[src/rtl/dbg_trace_pkg.sv]
// Shared definitions for the debug trace block: FSM state encoding and the
// default widths/depth used by the debug top level and firmware headers.
package dbg_pkg;

  localparam int PROBE_BW_DEF = 119;
  localparam int LA_BW_DEF    = 128;
  localparam int DEPTH_DEF    = 16;

  typedef enum logic [1:0] {
    IDLE  = 2'd0,
    ARMED = 2'd1,
    POST  = 2'd2,
    DONE  = 2'd3
  } state_t;

endpackage

[src/rtl/dbg_trace_if.sv]
// Logic-analyzer / firmware side of the debug trace block: override bus,
// trigger configuration and trace readback. The master is the analyzer or
// firmware, the slave is dbg_trace.
interface dbg_trace_if
  import dbg_pkg::*;
#(
  parameter int PROBE_BW = PROBE_BW_DEF,
  parameter int LA_BW    = LA_BW_DEF,
  parameter int DEPTH    = DEPTH_DEF
) ();

  localparam int AW = $clog2(DEPTH);

  logic [LA_BW-1:0]    la_data_in_i;
  logic [LA_BW-1:0]    la_oenb_i;
  logic [LA_BW-1:0]    la_data_out_o;
  logic                cfg_arm_i;
  logic [PROBE_BW-1:0] cfg_trig_mask_i;
  logic [PROBE_BW-1:0] cfg_trig_value_i;
  logic [AW-1:0]       cfg_post_i;
  logic [AW-1:0]       rd_addr_i;
  logic [PROBE_BW-1:0] rd_data_o;
  logic [1:0]          state_o;
  logic [AW-1:0]       trig_ptr_o;
  logic                wrapped_o;

  modport master (
    output la_data_in_i, la_oenb_i, cfg_arm_i, cfg_trig_mask_i,
           cfg_trig_value_i, cfg_post_i, rd_addr_i,
    input  la_data_out_o, rd_data_o, state_o, trig_ptr_o, wrapped_o
  );

  modport slave (
    input  la_data_in_i, la_oenb_i, cfg_arm_i, cfg_trig_mask_i,
           cfg_trig_value_i, cfg_post_i, rd_addr_i,
    output la_data_out_o, rd_data_o, state_o, trig_ptr_o, wrapped_o
  );

endinterface

[src/rtl/dbg_trace_ram.sv]
// Trace storage: DEPTH x W, one synchronous write port and one synchronous
// read port with read-old-data behaviour. Kept separate so it can be
// replaced by an SRAM macro.
module dbg_trace_ram #(
  parameter int W     = 119,
  parameter int DEPTH = 16,
  parameter int AW    = $clog2(DEPTH)
) (
  input  logic          clk_i,
  input  logic          rst_n_i,
  input  logic          we_i,
  input  logic [AW-1:0] wr_addr_i,
  input  logic [W-1:0]  wr_data_i,
  input  logic [AW-1:0] rd_addr_i,
  output logic [W-1:0]  rd_data_o
);

  logic [W-1:0] mem [DEPTH];

  // Storage array is not reset so it maps cleanly onto a macro.
  always_ff @(posedge clk_i) begin
    if (we_i) mem[wr_addr_i] <= wr_data_i;
  end

  // Registered read; a same-cycle write to this address returns old data.
  always_ff @(posedge clk_i or negedge rst_n_i) begin
    if (!rst_n_i) rd_data_o <= '0;
    else          rd_data_o <= mem[rd_addr_i];
  end

endmodule

[src/rtl/dbg_trace.sv]
// Pipeline debug mux with trigger-driven trace buffer. Probes are mirrored
// to the logic analyzer and can be overridden from it; the post-override
// vector is captured into a circular buffer around a masked-match trigger.
module dbg_trace
  import dbg_pkg::*;
#(
  parameter int PROBE_BW = PROBE_BW_DEF,
  parameter int LA_BW    = LA_BW_DEF,
  parameter int DEPTH    = DEPTH_DEF
) (
  input  logic                clk_i,
  input  logic                rst_n_i,
  input  logic [PROBE_BW-1:0] probe_i,
  output logic [PROBE_BW-1:0] probe_o,
  dbg_trace_if.slave          dbg
);

  localparam int AW = $clog2(DEPTH);

  state_t              state_q, state_d;
  logic [AW-1:0]       wr_ptr_q;
  logic [AW-1:0]       cnt_q;
  logic [AW-1:0]       trig_ptr_q;
  logic                wrapped_q;
  logic [PROBE_BW-1:0] mask_q;
  logic [PROBE_BW-1:0] value_q;
  logic                hit;
  logic                we;

  // Override bits with an active-low enable; injected values are traced too.
  assign probe_o = (probe_i & dbg.la_oenb_i[PROBE_BW-1:0]) |
                   (dbg.la_data_in_i[PROBE_BW-1:0] & ~dbg.la_oenb_i[PROBE_BW-1:0]);
  assign dbg.la_data_out_o = LA_BW'(probe_i);

  assign hit = ((probe_o ^ value_q) & mask_q) == '0;

  generate
    if (LA_BW > PROBE_BW) begin : g_la_upper
      logic unused_la_upper;
      assign unused_la_upper = ^{dbg.la_data_in_i[LA_BW-1:PROBE_BW],
                                 dbg.la_oenb_i[LA_BW-1:PROBE_BW]};
    end
  endgenerate

  // Next-state and write enable; an arm pulse restarts capture from any state.
  always_comb begin
    state_d = state_q;
    we      = 1'b0;
    if (dbg.cfg_arm_i) begin
      state_d = ARMED;
    end else begin
      case (state_q)
        ARMED: begin
          we = 1'b1;
          if (hit) state_d = (cnt_q == '0) ? DONE : POST;
        end
        POST: begin
          we = 1'b1;
          if (cnt_q <= AW'(1)) state_d = DONE;
        end
        default: ;
      endcase
    end
  end

  // State register.
  always_ff @(posedge clk_i or negedge rst_n_i) begin
    if (!rst_n_i) state_q <= IDLE;
    else          state_q <= state_d;
  end

  // Trigger configuration is captured on arm so firmware may change it freely.
  always_ff @(posedge clk_i or negedge rst_n_i) begin
    if (!rst_n_i) begin
      mask_q  <= '0;
      value_q <= '0;
    end else if (dbg.cfg_arm_i) begin
      mask_q  <= dbg.cfg_trig_mask_i;
      value_q <= dbg.cfg_trig_value_i;
    end
  end

  // Write pointer, wrap flag, post-trigger countdown and trigger address.
  always_ff @(posedge clk_i or negedge rst_n_i) begin
    if (!rst_n_i) begin
      wr_ptr_q   <= '0;
      wrapped_q  <= 1'b0;
      cnt_q      <= '0;
      trig_ptr_q <= '0;
    end else if (dbg.cfg_arm_i) begin
      wr_ptr_q  <= '0;
      wrapped_q <= 1'b0;
      cnt_q     <= dbg.cfg_post_i;
    end else if (we) begin
      wr_ptr_q <= wr_ptr_q + 1'b1;
      if (wr_ptr_q == AW'(DEPTH - 1)) wrapped_q <= 1'b1;
      if (state_q == POST) cnt_q <= cnt_q - 1'b1;
      if (state_q == ARMED && hit) trig_ptr_q <= wr_ptr_q;
    end
  end

  dbg_trace_ram #(
    .W     (PROBE_BW),
    .DEPTH (DEPTH),
    .AW    (AW)
  ) u_ram (
    .clk_i     (clk_i),
    .rst_n_i   (rst_n_i),
    .we_i      (we),
    .wr_addr_i (wr_ptr_q),
    .wr_data_i (probe_o),
    .rd_addr_i (dbg.rd_addr_i),
    .rd_data_o (dbg.rd_data_o)
  );

  assign dbg.state_o    = state_q;
  assign dbg.trig_ptr_o = trig_ptr_q;
  assign dbg.wrapped_o  = wrapped_q;

endmodule

[src/flat_wrapper.sv]
// flat-port wrapper written by rule: the top's interface ports become plain ports
module dbg_trace_flat import dbg_pkg::*;
#(
  parameter int PROBE_BW = PROBE_BW_DEF,
  parameter int LA_BW    = LA_BW_DEF,
  parameter int DEPTH    = DEPTH_DEF
)
  (clk_i, rst_n_i, probe_i, probe_o, dbg_la_data_in_i, dbg_la_oenb_i, dbg_cfg_arm_i, dbg_cfg_trig_mask_i, dbg_cfg_trig_value_i, dbg_cfg_post_i, dbg_rd_addr_i, dbg_la_data_out_o, dbg_rd_data_o, dbg_state_o, dbg_trig_ptr_o, dbg_wrapped_o);
  dbg_trace_if #(.PROBE_BW(PROBE_BW), .LA_BW(LA_BW), .DEPTH(DEPTH)) dbg_i ();
  input  logic clk_i;
  input  logic rst_n_i;
  input  logic [PROBE_BW-1:0] probe_i;
  output logic [PROBE_BW-1:0] probe_o;
  input wire logic [$bits(dbg_i.la_data_in_i)-1:0] dbg_la_data_in_i;
  input wire logic [$bits(dbg_i.la_oenb_i)-1:0] dbg_la_oenb_i;
  input wire logic [$bits(dbg_i.cfg_arm_i)-1:0] dbg_cfg_arm_i;
  input wire logic [$bits(dbg_i.cfg_trig_mask_i)-1:0] dbg_cfg_trig_mask_i;
  input wire logic [$bits(dbg_i.cfg_trig_value_i)-1:0] dbg_cfg_trig_value_i;
  input wire logic [$bits(dbg_i.cfg_post_i)-1:0] dbg_cfg_post_i;
  input wire logic [$bits(dbg_i.rd_addr_i)-1:0] dbg_rd_addr_i;
  output wire logic [$bits(dbg_i.la_data_out_o)-1:0] dbg_la_data_out_o;
  output wire logic [$bits(dbg_i.rd_data_o)-1:0] dbg_rd_data_o;
  output wire logic [$bits(dbg_i.state_o)-1:0] dbg_state_o;
  output wire logic [$bits(dbg_i.trig_ptr_o)-1:0] dbg_trig_ptr_o;
  output wire logic [$bits(dbg_i.wrapped_o)-1:0] dbg_wrapped_o;
  assign dbg_i.la_data_in_i = dbg_la_data_in_i;
  assign dbg_i.la_oenb_i = dbg_la_oenb_i;
  assign dbg_i.cfg_arm_i = dbg_cfg_arm_i;
  assign dbg_i.cfg_trig_mask_i = dbg_cfg_trig_mask_i;
  assign dbg_i.cfg_trig_value_i = dbg_cfg_trig_value_i;
  assign dbg_i.cfg_post_i = dbg_cfg_post_i;
  assign dbg_i.rd_addr_i = dbg_rd_addr_i;
  assign dbg_la_data_out_o = dbg_i.la_data_out_o;
  assign dbg_rd_data_o = dbg_i.rd_data_o;
  assign dbg_state_o = dbg_i.state_o;
  assign dbg_trig_ptr_o = dbg_i.trig_ptr_o;
  assign dbg_wrapped_o = dbg_i.wrapped_o;
  dbg_trace #(.PROBE_BW(PROBE_BW), .LA_BW(LA_BW), .DEPTH(DEPTH)) u_core (.clk_i(clk_i), .rst_n_i(rst_n_i), .probe_i(probe_i), .probe_o(probe_o), .dbg(dbg_i));
endmodule
[config.mk]
export PLATFORM = sky130hd
export DESIGN_NAME = dbg_trace_flat
export DESIGN_NICKNAME = d
export VERILOG_FILES = /design/src/rtl/dbg_trace_pkg.sv /design/src/rtl/dbg_trace_if.sv /design/src/rtl/dbg_trace_ram.sv /design/src/rtl/dbg_trace.sv /design/src/flat_wrapper.sv
export SDC_FILE = /design/constraint.sdc
export NUM_CORES = 2
export LEC_CHECK = 0
export BUFFER_PORTS_ARGS = -buffer_cell sky130_fd_sc_hd__buf_4
export CAP_MARGIN = 20
export CORE_AREA = 2 2 389 391
export DETAILED_ROUTE_END_ITERATION = 12
export DIE_AREA = 0 0 391 393
export HOLD_SLACK_MARGIN = 0.05
export PLACE_DENSITY = 0.82
export SETUP_SLACK_MARGIN = 0.1
export SLEW_MARGIN = 10
export SYNTH_ARGS = -nofsm -noshare
export SYNTH_HDL_FRONTEND = slang
export SYNTH_SLANG_ARGS = --single-unit
[constraint.sdc]
create_clock -name clk_i -period 41.6 [get_ports clk_i]
set_input_delay 10.4 -clock clk_i [delete_from_list [all_inputs] [get_ports clk_i]]
set_output_delay 10.4 -clock clk_i [all_outputs]
set_load 0.02 [all_outputs]
==> results.rst <==
.. list-table::
   :header-rows: 1

   * - Metric
     - Value
   * - Status
     - complete, no violations
   * - Data arrival at the endpoint of the critical path
     - 12.26 ns
   * - NetSw
     - 1.232 mW
   * - Power density of the placed cells
     - just under 50 nW/um^2
   * - Pin count of the biggest net entering global routing
     - 154
   * - Class of the most critical hold timing path
     - reg -> reg
   * - Horizontal die dimension
     - 391 microns
   * - Largest buffer count on any clock path
     - 3
   * - Synth Warn #
     - 0
   * - Core footprint
     - 149,200 sq um
   * - Final worst clock skew
     - 0.03623 ns
   * - Unrepaired setup endpoints after global routing
     - false
   * - Leakage component of the power
     - 36.82 nW
   * - Category of the critical setup timing path
     - in -> out
   * - Via count of the first global-routing pass
     - roughly 47,000
   * - Crit path capture type
     - output port
   * - Seq pwr share
     - 0.512
   * - Placed instance count
     - 6,655
   * - Final period util
     - 0.5447
   * - Number of buffers added on ports
     - 969
   * - Commonest non-fill, non-tap cells in the layout
     - edfxtp_1 (1,904), buf_4 (1,043), mux4_2 (595)
   * - Summed instance area of the synthesized netlist
     - around 88,000 sq um
   * - Area growth, synth to finish
     - 18.53%
   * - GRT Total Usage
     - 0.3290
   * - Actual transition at the worst max-transition pin
     - between 1 and 1.5 ns
   * - Number of failing setup endpoints in the final timing report
     - 0
   * - Most common cell after layout, fill and taps aside
     - edfxtp_1
   * - Max FO, Critical Path
     - 17
   * - Number of rows created at floorplan
     - 142
   * - Initial DRC Count
     - 6,627
   * - Area of the die
     - between 150,000 and 200,000 sq um
   * - Initial standard-cell utilization of the core
     - 0.5921
   * - Combinational share of power
     - 0.105
   * - Clock transition at the registers of the reported paths
     - 0.06 ns
   * - Sw Ratio
     - 0.2380
   * - Drc violations
     - 0
   * - Primary FF master, synth
     - edfxtp_1
   * - Average footprint of a synthesized cell
     - 22.43 sq um
   * - Number of antenna violations at the first check in global routing
     - 22
   * - Max-cap check violation count
     - 0
   * - Cts bufs inserted
     - roughly 210
   * - Post-layout total power
     - 5.177 mW
   * - Sinks on Clock Net
     - 2,276
   * - Netlist cell types
     - slightly above 40
   * - Routed length per placed instance
     - 35.55 microns
   * - Number of post-CTS setup repair buffers
     - 0
   * - Cells after Synth
     - approximately 4,000
   * - CP Launch Type
     - input pin
   * - Placer's final routability congestion estimate
     - 0.8189
   * - Cell area after placement
     - 97,500 sq um
   * - Chip Height
     - 393 microns
   * - Utilization after layout
     - 0.7018
   * - Post-synth top area cell
     - edfxtp_1
   * - Post-detailed-routing wire length
     - about 250,000 microns
   * - Slew HR
     - 0.1694
   * - Detail Route Antenna Nets
     - 0
   * - Top cells by area, synth
     - edfxtp_1 (65%), mux4_2 (15%), dfrtp_1 (11%)
   * - TritonCTS clock tree
     - built
   * - Fraction of layout cells with a size suffix above 1
     - 0.4575
   * - Io pins
     - 997
   * - Clk Tree Root Cell
     - clkbuf_16
   * - First-pass GRT wire length
     - roughly 350,000 microns
   * - Peak clock frequency supported by timing
     - ~44 MHz
   * - Estimated wirelength of the detail-placed design
     - 141,700 microns
   * - Largest voltage drop on the vdd net
     - 0.05047 mV
   * - Length of the first detailed-routing pass in iterations
     - 8
   * - Critical path required time
     - 31.20 ns
   * - Clock latency at the later pin of the worst-skew pair
     - 0.86 ns
   * - Count of hold buffers inserted by post-cts repair
     - 0
   * - Flops & latches, synth
     - 2,276
   * - Total Negative Setup Slacks
     - 0 ns
   * - Count of nets after finishing
     - 5,563
   * - Fraction of power consumed by the clock network
     - 0.383
   * - Number of levels in the clock H-tree
     - 4
   * - Post-synthesis sequential area ratio
     - 0.7524
   * - Number of resized instances in the post-cts repair step
     - 0
   * - Fraction of synthesis flops using an asynchronous set or reset pin
     - 0.1634
   * - Max Slew Vio Count
     - 0
   * - Via count of the routed design
     - 46,323
   * - Post-synth EDFFs
     - 1,904
   * - Final instance count without filler cells
     - around 7,100
   * - Post-route cell area
     - between 100,000 and 150,000 sq um
   * - Internal power of the cells
     - 3.945 mW
   * - Minimum period implied by the final worst setup slack
     - 22.66 ns
   * - Area share of the largest cell type after synthesis
     - 0.6471
   * - Routed via count divided by cell count
     - 6.552
   * - Count of final hold-check violations
     - 0
   * - Global route overflow
     - 0
[state kept, by name, summed over array words and instances (netlist names)]
signal,cells
u_core.mask_q,119
u_core.dbg.state_o,2
u_core.u_ram.rd_data_o,119
u_core.value_q,119
u_core.u_ram.mem,1904
u_core.wr_ptr_q,4
u_core.cnt_q,4
u_core.dbg.trig_ptr_o,4
u_core.dbg.wrapped_o,1
[per-layer routing]
metal  wire [microns]  global-route usage  part of all wire
met2           125100              0.5355              0.50
met4            12480              0.1520             0.050
met1            86370              0.4275              0.34
met5               63                   0           0.00025
met3            27360             0.07623              0.11
[layout make-up]
type | instances | area (sq um)
fill | 8493 | 44510
tap | 1944 | 2432
clock inverter | 121 | 1363
timing repair buffer | 1061 | 8157
multi-input combinational | 1350 | 20380
inverter | 29 | 108.9
clock buffer | 280 | 5783
sequential | 2276 | 66480
antenna | 9 | 22.52
[critical path, cell delays in order]
cell     delay [ns]
buf_4          0.08
mux2i_1        0.87
inv_1          0.56
buf_4          0.34
[Yosys cell counts, drive strengths merged, types with 2 or more instances]
library cell and count:
mux2i 83, nor2b 2, nand2b 68, xnor2 24, nand4 6, mux2 341
a2111oi 21, o21ai 7, xor2 34, mux4 595, nand3b 4, dfrtp 372
nor4 6, clkbuf 117, o2111ai 3, nor2 23, ha 9, edfxtp 1904
buf 175, a22oi 14, nand3 5, nand2 81, inv 29, nor3 7
[final timing paths]
check	start	to	slack, ns	cells after the start
setup / recovery	dbg_la_oenb_i[24]	probe_o[24]	18.94	4
hold / removal	u_core.mask_q[23]	u_core.mask_q[23]	0.51	1
setup reg to reg	u_core.dbg.state_o[0]	u_core.u_ram.mem[7][95]	37.23	7
hold reg to reg	u_core.mask_q[23]	u_core.mask_q[23]	0.51	1
max in group asynchronous	rst_n_i	u_core.mask_q[60]	29.85	3
min in group asynchronous	rst_n_i	u_core.mask_q[85]	9.61	1
[cell families (layout without fill, tap and decap cells)]
| group | Yosys count | after routing | synth area share |
|---|---|---|---|
| flops | 2276 | 2276 | 0.7524 |
| compound gates | 51 | 51 | 0.004730 |
| mux | 1019 | 1019 | 0.2049 |
| buf+inv | 321 | 1491 | 0.01910 |
| xor+xnor | 58 | 58 | 0.005749 |
| fa+ha+maj | 9 | 9 | 0.001274 |
| simple gates | 204 | 204 | 0.01175 |
| other cells | 1 | 18 | 0.00004244 |
[power groups by stage]
stage                     clock network (mW)  logic (mW)  registers, mW
after floorplan                            0       0.262           2.71
after global placement                     0       0.522           2.68
after detailed placement                   0       0.533           2.69
after CTS                               2.00       0.542           2.65
after global routing                    2.08       0.564           2.66
final                                   1.98       0.541           2.65
[stage by stage]
step	hold slack (ns)	worst slack, ns
detailed placement	0.4965	18.99
floorplan	0.4764	18.72
CTS	0.5109	18.97
finish	0.5098	18.94
global route	0.5248	18.95
global placement	0.4893	19.04
Note: power is estimated with default switching activity, not from simulation.
